<file path="src/rtl/cpu_pkg.sv">
// Shared CPU front-end types and constants used by the fetch-stage branch predictor.
package cpu_pkg;

  localparam logic [31:0] PC_STEP      = 32'd4;
  localparam int          INST_ALIGN_W = 2;

  // Entry view sized for the widest supported build; narrower builds zero-extend.
  localparam int TAG_MAX_W = 32;
  localparam int CNT_MAX_W = 8;

  typedef struct packed {
    logic                 valid;
    logic [TAG_MAX_W-1:0] tag;
    logic [31:0]          target;
    logic [CNT_MAX_W-1:0] cnt;
  } btb_entry_t;

endpackage

</file>
<file path="src/rtl/sat_counter.sv">
// Next-value logic for an up/down saturating counter with a force-to-max override.
module sat_counter #(
  parameter int CNT_W = 2
) (
  input  logic [CNT_W-1:0] value,
  input  logic             inc,
  input  logic             dec,
  input  logic             set_max,
  output logic [CNT_W-1:0] next_value
);

  always_comb begin
    next_value = value;
    if (set_max) begin
      next_value = '1;
    end else if (inc && (value != '1)) begin
      next_value = value + CNT_W'(1);
    end else if (dec && (value != '0)) begin
      next_value = value - CNT_W'(1);
    end
  end

endmodule

</file>
<file path="src/rtl/branch_predictor.sv">
// Direct-mapped BTB with per-entry saturating counters: zero-latency lookup for IF,
// update and misprediction flag for resolved branches, wrap-around perf counters.
module branch_predictor
  import cpu_pkg::*;
#(
  parameter int ENTRIES = 16,
  parameter int TAG_W   = 8,
  parameter int CNT_W   = 2,
  parameter int PERF_W  = 32
) (
  input  logic              clk_i,
  input  logic              rst_i,
  input  logic [31:0]       lookup_pc_i,
  output logic              hit_o,
  output logic              pred_taken_o,
  output logic [31:0]       pred_target_o,
  input  logic              upd_valid_i,
  input  logic [31:0]       upd_pc_i,
  input  logic              upd_is_jump_i,
  input  logic              upd_taken_i,
  input  logic [31:0]       upd_target_i,
  input  logic              upd_pred_taken_i,
  input  logic [31:0]       upd_pred_target_i,
  output logic              mispredict_o,
  output logic [PERF_W-1:0] perf_branches_o,
  output logic [PERF_W-1:0] perf_mispred_o
);

  localparam int IDX_W  = $clog2(ENTRIES);
  localparam int IDX_HI = IDX_W + INST_ALIGN_W - 1;
  localparam int TAG_LO = IDX_W + INST_ALIGN_W;
  localparam logic [CNT_W-1:0] CNT_WEAK = CNT_W'(1) << (CNT_W - 1);

  logic [ENTRIES-1:0] valid_q;
  logic [TAG_W-1:0]   tag_q    [ENTRIES];
  logic [31:0]        target_q [ENTRIES];
  logic [CNT_W-1:0]   cnt_q    [ENTRIES];

  logic [IDX_W-1:0] lk_idx, up_idx;
  logic [TAG_W-1:0] lk_tag, up_tag;
  btb_entry_t       lk_entry, up_entry;
  logic             up_hit, up_t;
  logic [CNT_W-1:0] cnt_next, alloc_cnt;
  logic             unused_bits;

  assign lk_idx = lookup_pc_i[IDX_HI:INST_ALIGN_W];
  assign lk_tag = lookup_pc_i[TAG_LO +: TAG_W];
  assign up_idx = upd_pc_i[IDX_HI:INST_ALIGN_W];
  assign up_tag = upd_pc_i[TAG_LO +: TAG_W];

  always_comb begin
    lk_entry = '{valid:  valid_q[lk_idx],
                 tag:    TAG_MAX_W'(tag_q[lk_idx]),
                 target: target_q[lk_idx],
                 cnt:    CNT_MAX_W'(cnt_q[lk_idx])};
    up_entry = '{valid:  valid_q[up_idx],
                 tag:    TAG_MAX_W'(tag_q[up_idx]),
                 target: target_q[up_idx],
                 cnt:    CNT_MAX_W'(cnt_q[up_idx])};
  end

  // Lookup reads the registered table only, so a same-cycle update is not visible.
  assign hit_o         = lk_entry.valid && (lk_entry.tag[TAG_W-1:0] == lk_tag);
  assign pred_taken_o  = hit_o && lk_entry.cnt[CNT_W-1];
  assign pred_target_o = pred_taken_o ? lk_entry.target : (lookup_pc_i + PC_STEP);

  assign up_t   = upd_is_jump_i | upd_taken_i;
  assign up_hit = up_entry.valid && (up_entry.tag[TAG_W-1:0] == up_tag);

  assign mispredict_o = upd_valid_i &
                        ((up_t != upd_pred_taken_i) |
                         (up_t & (upd_pred_target_i != upd_target_i)));

  sat_counter #(.CNT_W(CNT_W)) u_sat_counter (
    .value      (up_entry.cnt[CNT_W-1:0]),
    .inc        (up_t),
    .dec        (!up_t),
    .set_max    (upd_is_jump_i),
    .next_value (cnt_next)
  );

  assign alloc_cnt = upd_is_jump_i ? '1 : CNT_WEAK;

  always_ff @(posedge clk_i or negedge rst_i) begin
    if (!rst_i) begin
      valid_q         <= '0;
      perf_branches_o <= '0;
      perf_mispred_o  <= '0;
    end else if (upd_valid_i) begin
      perf_branches_o <= perf_branches_o + PERF_W'(1);
      if (mispredict_o) perf_mispred_o <= perf_mispred_o + PERF_W'(1);
      if (!up_hit && up_t) valid_q[up_idx] <= 1'b1;
    end
  end

  // Payload fields are unreset; a write landing during reset stays hidden behind a cleared valid bit.
  always_ff @(posedge clk_i) begin
    if (upd_valid_i) begin
      if (up_hit) begin
        cnt_q[up_idx] <= cnt_next;
        if (up_t) target_q[up_idx] <= upd_target_i;
      end else if (up_t) begin
        tag_q[up_idx]    <= up_tag;
        target_q[up_idx] <= upd_target_i;
        cnt_q[up_idx]    <= alloc_cnt;
      end
    end
  end

  assign unused_bits = ^{upd_pc_i, lk_entry, up_entry};

endmodule
</file>
<file path="config.mk">
export PLATFORM = sky130hd
export DESIGN_NAME = branch_predictor
export DESIGN_NICKNAME = d
export VERILOG_FILES = /design/src/rtl/cpu_pkg.sv /design/src/rtl/sat_counter.sv /design/src/rtl/branch_predictor.sv
export SDC_FILE = /design/constraint.sdc
export NUM_CORES = 1
export LEC_CHECK = 0
export ABC_AREA = 1
export BUFFER_PORTS_ARGS = -buffer_cell sky130_fd_sc_hd__buf_2
export CORE_UTILIZATION = 51
export CTS_CLUSTER_DIAMETER = 120
export DETAILED_ROUTE_END_ITERATION = 6
export GPL_TIMING_DRIVEN = 0
export PLACE_DENSITY = 0.72
export SLEW_MARGIN = 20
export SYNTH_ARGS = -nofsm -noshare
export SYNTH_HDL_FRONTEND = slang
export SYNTH_SLANG_ARGS = --single-unit
</file>
<file path="constraint.sdc">
create_clock -name clk_i -period 2.41 [get_ports clk_i]
set_clock_uncertainty 0.2 [all_clocks]
set_input_delay 0.241 -clock clk_i [delete_from_list [all_inputs] [get_ports clk_i]]
set_output_delay 0.241 -clock clk_i [all_outputs]
set_load 0.02 [all_outputs]
</file>
After elaboration in Yosys (flattened, before gate mapping)

Memories as Yosys holds them, arrays and structs flattened.
Cells that the tools add are included.

Register bits after elaboration: 80
Bits in writable memories: 672
Input port bits: 134
Output and inout bits: 99
Word-level logic and storage cells: 61
Memories: 3

Memory list:

| memory   | depth | width | rd ports | clocked after Yosys merged registers in | write ports | line                   | text |
|---|---|---|---|---|---|---|---|
| target_q | 16    | 32    | 1        | 0                                       | 1           | branch_predictor.sv:36 | `logic [31:0] target_q [ENTRIES];` |
| tag_q    | 16    | 8     | 2        | 0                                       | 1           | branch_predictor.sv:35 | `logic [TAG_W-1:0] tag_q [ENTRIES];` |
| cnt_q    | 16    | 2     | 2        | 0                                       | 1           | branch_predictor.sv:37 | `logic [CNT_W-1:0] cnt_q [ENTRIES];` |

Add/sub/neg operators: 5
Magnitude comparators: 3
Eq/ne operators: 5
Mux-type cells: 23
Bitwise gates (word level): 7
Reduce and logical (&&, ||, !) cells: 12

Operators with widths:

| operator              | number |
|---|---|
| $add 32x1->32 const B | 2 |
| $mux 32               | 2 |
| $add 32x3->32 const B | 1 |
| $ne 32x32->1          | 1 |
| $eq 8x8->1            | 2 |
| $or 16x16->16         | 1 |
| $mux 1                | 14 |
| $lt 4x5->1 const B    | 2 |
| $bmux 1 s4            | 2 |
| $mux 2                | 4 |
| $logic_and 1x1->1     | 7 |
| $demux 1 s4           | 1 |
| $ge 4x1->1 const B    | 1 |
| $or 1x1->1            | 4 |
| $reduce_and 2->1      | 2 |
| $add 2x1->2 const B   | 1 |
| $and 1x1->1           | 2 |
| $logic_not 1->1       | 2 |
| $ne 2x2->1 const B    | 1 |
| $reduce_bool 2->1     | 1 |
| $sub 2x1->2 const B   | 1 |
| $ne 1x1->1            | 1 |

Logic depth before layout (Yosys ltp)

Depth after elaboration: 7
Depth in mapped cells: 20
Mapped depth without buffers: 17

Modules after synthesis

A second synthesis with hierarchy kept.

Cells, all modules: 3308
Area, all modules: 34219.1 µm²

By module, submodules not included:

| module           | times used | cells each | area an instance (µm²) | sequential area each (µm²) |
|---|---|---|---|---|
| branch_predictor | 1          | 3288       | 34115.2                | 22181.3 |
| sat_counter      | 1          | 20         | 103.8                  | 0.0 |

Worst setup path after synthesis

No wires, ideal clock.

Path type: input to register
From: input upd_pc_i[3]
To: memory tag_q[10][0] (enable)
Setup time: 0.325 ns
Arrival time: 2.981 ns
Required time: 1.885 ns
Slack: -1.096 ns
Stages on the path: 9
Path buffers: 3
Cell sequence: buf_4 inv_4 nor2_2 buf_4 clkbuf_1 nand2_1 nor2_1 nand2_1 inv_1

Cells in the longest elaborated chain, start to end: 6
Elaborated cells between the ends (all ways): 8
Classes of those cells: eq/ne: 1; mux: 5; reduce/logical: 1; memory: 1

Ends and longest elaborated chain:

| what                                       | line                                           | text |
|---|---|---|
| from (decl)                                | branch_predictor.sv:18                         | `input logic [31:0] upd_pc_i,` |
| $mem_v2 16x8 or $bmux 1 s4 (tied branches) | --                                             |  |
| $eq 8x8->1 or $mux 1 (tied branches)       | branch_predictor.sv:68, branch_predictor.sv:56 |  |
| $logic_and 1x1->1                          | branch_predictor.sv:68                         | `assign up_hit = up_entry.valid && (up_entry.tag[TAG_W-1:0] == up_tag);` |
| $mux 1                                     | branch_predictor.sv:99                         | `if (up_hit) begin` |
| $mux 1                                     | branch_predictor.sv:98                         | `if (upd_valid_i) begin` |
| $mux 1 (not written as such)               | branch_predictor.sv:103                        | `tag_q[up_idx] <= up_tag;` |
| to (decl)                                  | branch_predictor.sv:35                         |  |

Several ways; a longest one is shown, not always the timed one. The select of a mux whose other input is x is not followed.

Worst setup path in the final report

From: input lookup_pc_i[2]
To: output pred_target_o[1]

Cells in the longest elaborated chain, start to end: 5
Elaborated cells between the ends (all ways): 9
Classes of those cells: eq/ne: 1; mux: 3; reduce/logical: 2; memory: 3

Ends and longest elaborated chain:

| what                                       | line                                           | text |
|---|---|---|
| from (decl)                                | branch_predictor.sv:13                         | `input logic [31:0] lookup_pc_i,` |
| $mem_v2 16x8 or $bmux 1 s4 (tied branches) | --                                             |  |
| $eq 8x8->1 or $mux 1 (tied branches)       | branch_predictor.sv:63, branch_predictor.sv:52 |  |
| $logic_and 1x1->1                          | branch_predictor.sv:63                         | `assign hit_o = lk_entry.valid && (lk_entry.tag[TAG_W-1:0] == lk_tag);` |
| $logic_and 1x1->1                          | branch_predictor.sv:64                         | `assign pred_taken_o = hit_o && lk_entry.cnt[CNT_W-1];` |
| $mux 32 *                                  | branch_predictor.sv:65                         | `assign pred_target_o = pred_taken_o ? lk_entry.target : (lookup_pc_i + PC_STEP);` |
| to (decl)                                  | branch_predictor.sv:16                         | `output logic [31:0] pred_target_o,` |

Every way passes the cells marked *; elsewhere a longest branch is shown, timed or not. The select of a mux whose other input is x is not followed.

==> impl_results.md <==
- Vias per inst: 6.043
- CTS tree: yes
- Initial DRC count: 4023
- Final core occ: 0.6377
- Critical path fanouts, max: 10
- Routability cong.: 0.9346
- Register area share after synthesis: 0.6537
- Flop-to-flop setup slack: -0.18 ns
- Die H: 259.9 um
- Total CTS buffers: 78
- DIE AREA: 67570 sq um
- Pwr/cell area: 735.5 nW/um^2
- Number of fill cells in the layout: 4959
- Reg-to-Reg Start: tag_q[14][7]$_DFFE_PP_
- Synth Net Count: 3360
- Number of remaining DRC errors: 0
- Grt ovf: 0
- Fin cells: 4556
- DR WL/cell: 24.32 um
- Crit path buffers/inverters: 6
- Max_cap viols: 0
- Final ANT Viol Nets: 0
- Slowest CP cell: buf_1
- Initial Util: 0.5161
- Worst Setup Start Kind: input pin
- RSZ-0062 raised after global routing: yes
- Critical Path AT: 2.79 ns
- Mapped cell area: 33930 sq um
- Detailed placement HPWL: 73240 um
- Hold EP: perf_mispred_o[4]$_DFFE_PN0P_
- TNS Setup: -129.54 ns
- H-tree depth: 3
- Failing checks: negative setup slack
- Design area: 41920 sq um
- Max transition margin: 0.4468
- Critical path, cell by cell: buf_2 -> buf_4 -> buf_6 -> buf_4 -> buf_1 -> o21ai_0 -> o22ai_1 -> nand2_1 -> nand3_1 -> nand3_2 -> nand2_2 -> buf_6
- Run status: finished, violations left
- Critical path's largest stage delay: 0.59 ns
- Routed WL: 110800 um
- CP top delay family: buffers and inverters
- Fmax: 0.3091 GHz
- Area grow syn2layout: 23.56%
- Final period utilization: 1.343
- CTS root buffer: clkbuf_16
- Detailed Routing Iterations Pass 1: 6
- Vias: 27530
- Number of synthesized register bits: 752
- Worst hold start: upd_pred_taken_i
- Final setup margin: -0.8257 ns
- # setup viols final: 594
- Post-Place Cell Area: 36790 sq um
- Reg-to-reg endpoint: tag_q[0][6]$_DFFE_PP_
- WP depth: 12
- Static leakage: 0.01587 uW
- Max-slew violation count: 0
- Initial antenna violation count: 7
- Hold Path Class: input pin to register
- CTS sink cnt: 752
- Total global-route track usage: 0.3237
- Core Rows: 94
- Total power: 30840 uW
- WHS Path Cells: 7
- Vias in the first global route: 25880
- Mapped Cells: 3221
- Yosys cell types: 43
- Worst-Skew Late Latency: 0.65 ns
- First-pass GRT wire length: 161100 um
- CP Class: input pin to primary output
- Worst Path Required: 1.97 ns
- Reg clk slew, reported paths: 0.06 ns
- Worst vdd ir: 0.5131 mV
- Core ar.: 65750 sq um
- Ys Warns: 0
- Placed cells: 4313
- Final net count: 3762
- Tmin final: 3.236 ns
- Clock buffer depth: 3
- Top FF cell, synth: edfxtp_1
- Io pins: 233
- Worst R2R Path Depth: 17
- Avg Inst Size Synth: 10.53 sq um
- Die width: 259.9 um
- Worst-Margin Slew: 0.8278 ns
- Element type at the critical path end: primary output
- Layout cell share with drive strength beyond 1: 0.2099
- Port-buffer cells: 208
- FFs w/ async S/R, synth: 0.1064
- Post-synth EDFFs: 672
- Largest net degree at the start of global routing: 46
- Endpoints failing hold: 0
## sequential cells by signal, indices dropped and copies added (netlist names)
register	flops
target_q	512
tag_q	128
cnt_q	32
perf_branches_o	32
perf_mispred_o	32
valid_q	16
## cell usage after synthesis (43+ instances only)
cell      count  area [sq um]
buf_2        43         215.2
clkbuf_1     96         360.4
dfrtp_1      80          2002
edfxtp_1    672         20180
inv_1       152         570.6
nand2_1     745          2796
nand3_1     148         740.7
nor2_1      422          1584
o21ai_0     344          1722
o221ai_1     53         464.2
o22ai_1      76         475.5
xor2_1       88         770.7
## metrics by stage
step / setup WS, ns / hold slack [ns]
after floorplan: -0.05575 / -0.2546
after global placement: -1.795 / 0.2491
after detailed placement: -1.820 / 0.05378
after CTS: -0.7416 / 0.09808
after global routing: -0.9158 / 0.2218
final: -0.8257 / 0.1551
## layout by cell type (no fill, tap or decap), types with 12 or more instances in the layout
master / count
a21oi_1: 31
a22oi_1: 15
buf_12: 27
buf_2: 204
buf_4: 52
buf_6: 51
clkbuf_1: 52
clkbuf_16: 78
clkbuf_2: 44
clkbuf_4: 14
clkinv_1: 12
clkinv_2: 15
dfrtp_1: 80
dlygate4sd3_1: 45
edfxtp_1: 672
inv_1: 131
inv_2: 12
nand2_1: 673
nand2_2: 53
nand2_8: 14
nand3_1: 104
nand3_2: 36
nand3_4: 13
nand4_1: 19
nor2_1: 381
nor2_2: 15
nor2_4: 46
nor3_1: 35
nor4_1: 20
o211ai_1: 29
o21ai_0: 333
o21ai_1: 24
o221ai_1: 48
o22ai_1: 76
xnor2_1: 27
xor2_1: 86
## worst min-delay path, delay by kind of cell
family                 cells  cell delay [ns]
XOR/XNOR                   1             0.11
AO/OA/AOI/OAI              1             0.12
buffers and inverters      3             0.33
AND/OR/NAND/NOR            2             0.14
## cell families after synthesis
family,count (synthesis),synth area share
compound gates,576,0.09820
xor+xnor,116,0.02994
fa+ha+maj,5,0.001844
buf+inv,339,0.04377
flops,752,0.6537
simple gates,1433,0.1725
## final cells by class
class / count / area, sq um / share of cell area
diodes: 5 / 12.51 / 0.0002984
plain buffers: 177 / 1147 / 0.02737
clock buffers: 101 / 2068 / 0.04933
clock inverters: 43 / 488.0 / 0.01164
inverters: 162 / 708.2 / 0.01689
multi-input cells: 2132 / 11520 / 0.2747
flip-flops and latches: 752 / 22180 / 0.5291
well taps: 864 / 1081 / 0.02579
repair buffers: 320 / 2721 / 0.06491
## routing by layer
layer | track usage | vias to the layer above | routed length [um]
met1 | 0.4519 | 13200 | 42260
met2 | 0.4922 | 1991 | 50150
met3 | 0.06686 | 266 | 13910
met4 | 0.1389 | 6 | 4434
met5 | 0 | - | 37
li1 | - | 12070 | -
## what timing repair did
item | 4_1_cts | 5_1_grt
buffers inserted | 25 | 16
gates resized for setup | 399 | 88
setup endpoints to repair | 266 | 743
gates cloned | 10 | 0
pin swaps | 54 | 42
hold buffers | 46 | 1
hold endpoints to repair | 739 | 9
## worst max path at each step
stage	startpoint	to	slack, ns
CTS	tag_q[15][0]$_DFFE_PP_	pred_target_o[17]	-0.74
finish	lookup_pc_i[2]	pred_target_o[1]	-0.83
global route	tag_q[8][7]$_DFFE_PP_	pred_target_o[30]	-0.92
global placement	upd_target_i[0]	mispredict_o	-1.79
floorplan	upd_pc_i[2]	tag_q[4][0]$_DFFE_PP_	-0.06
detailed placement	upd_target_i[0]	mispredict_o	-1.82
## power by group
part | internal (uW) | switching (uW)
Combinational | 1170 | 2600
Clock | 6910 | 5280
Sequential | 14600 | 280
(Power assumes the default switching activity.)
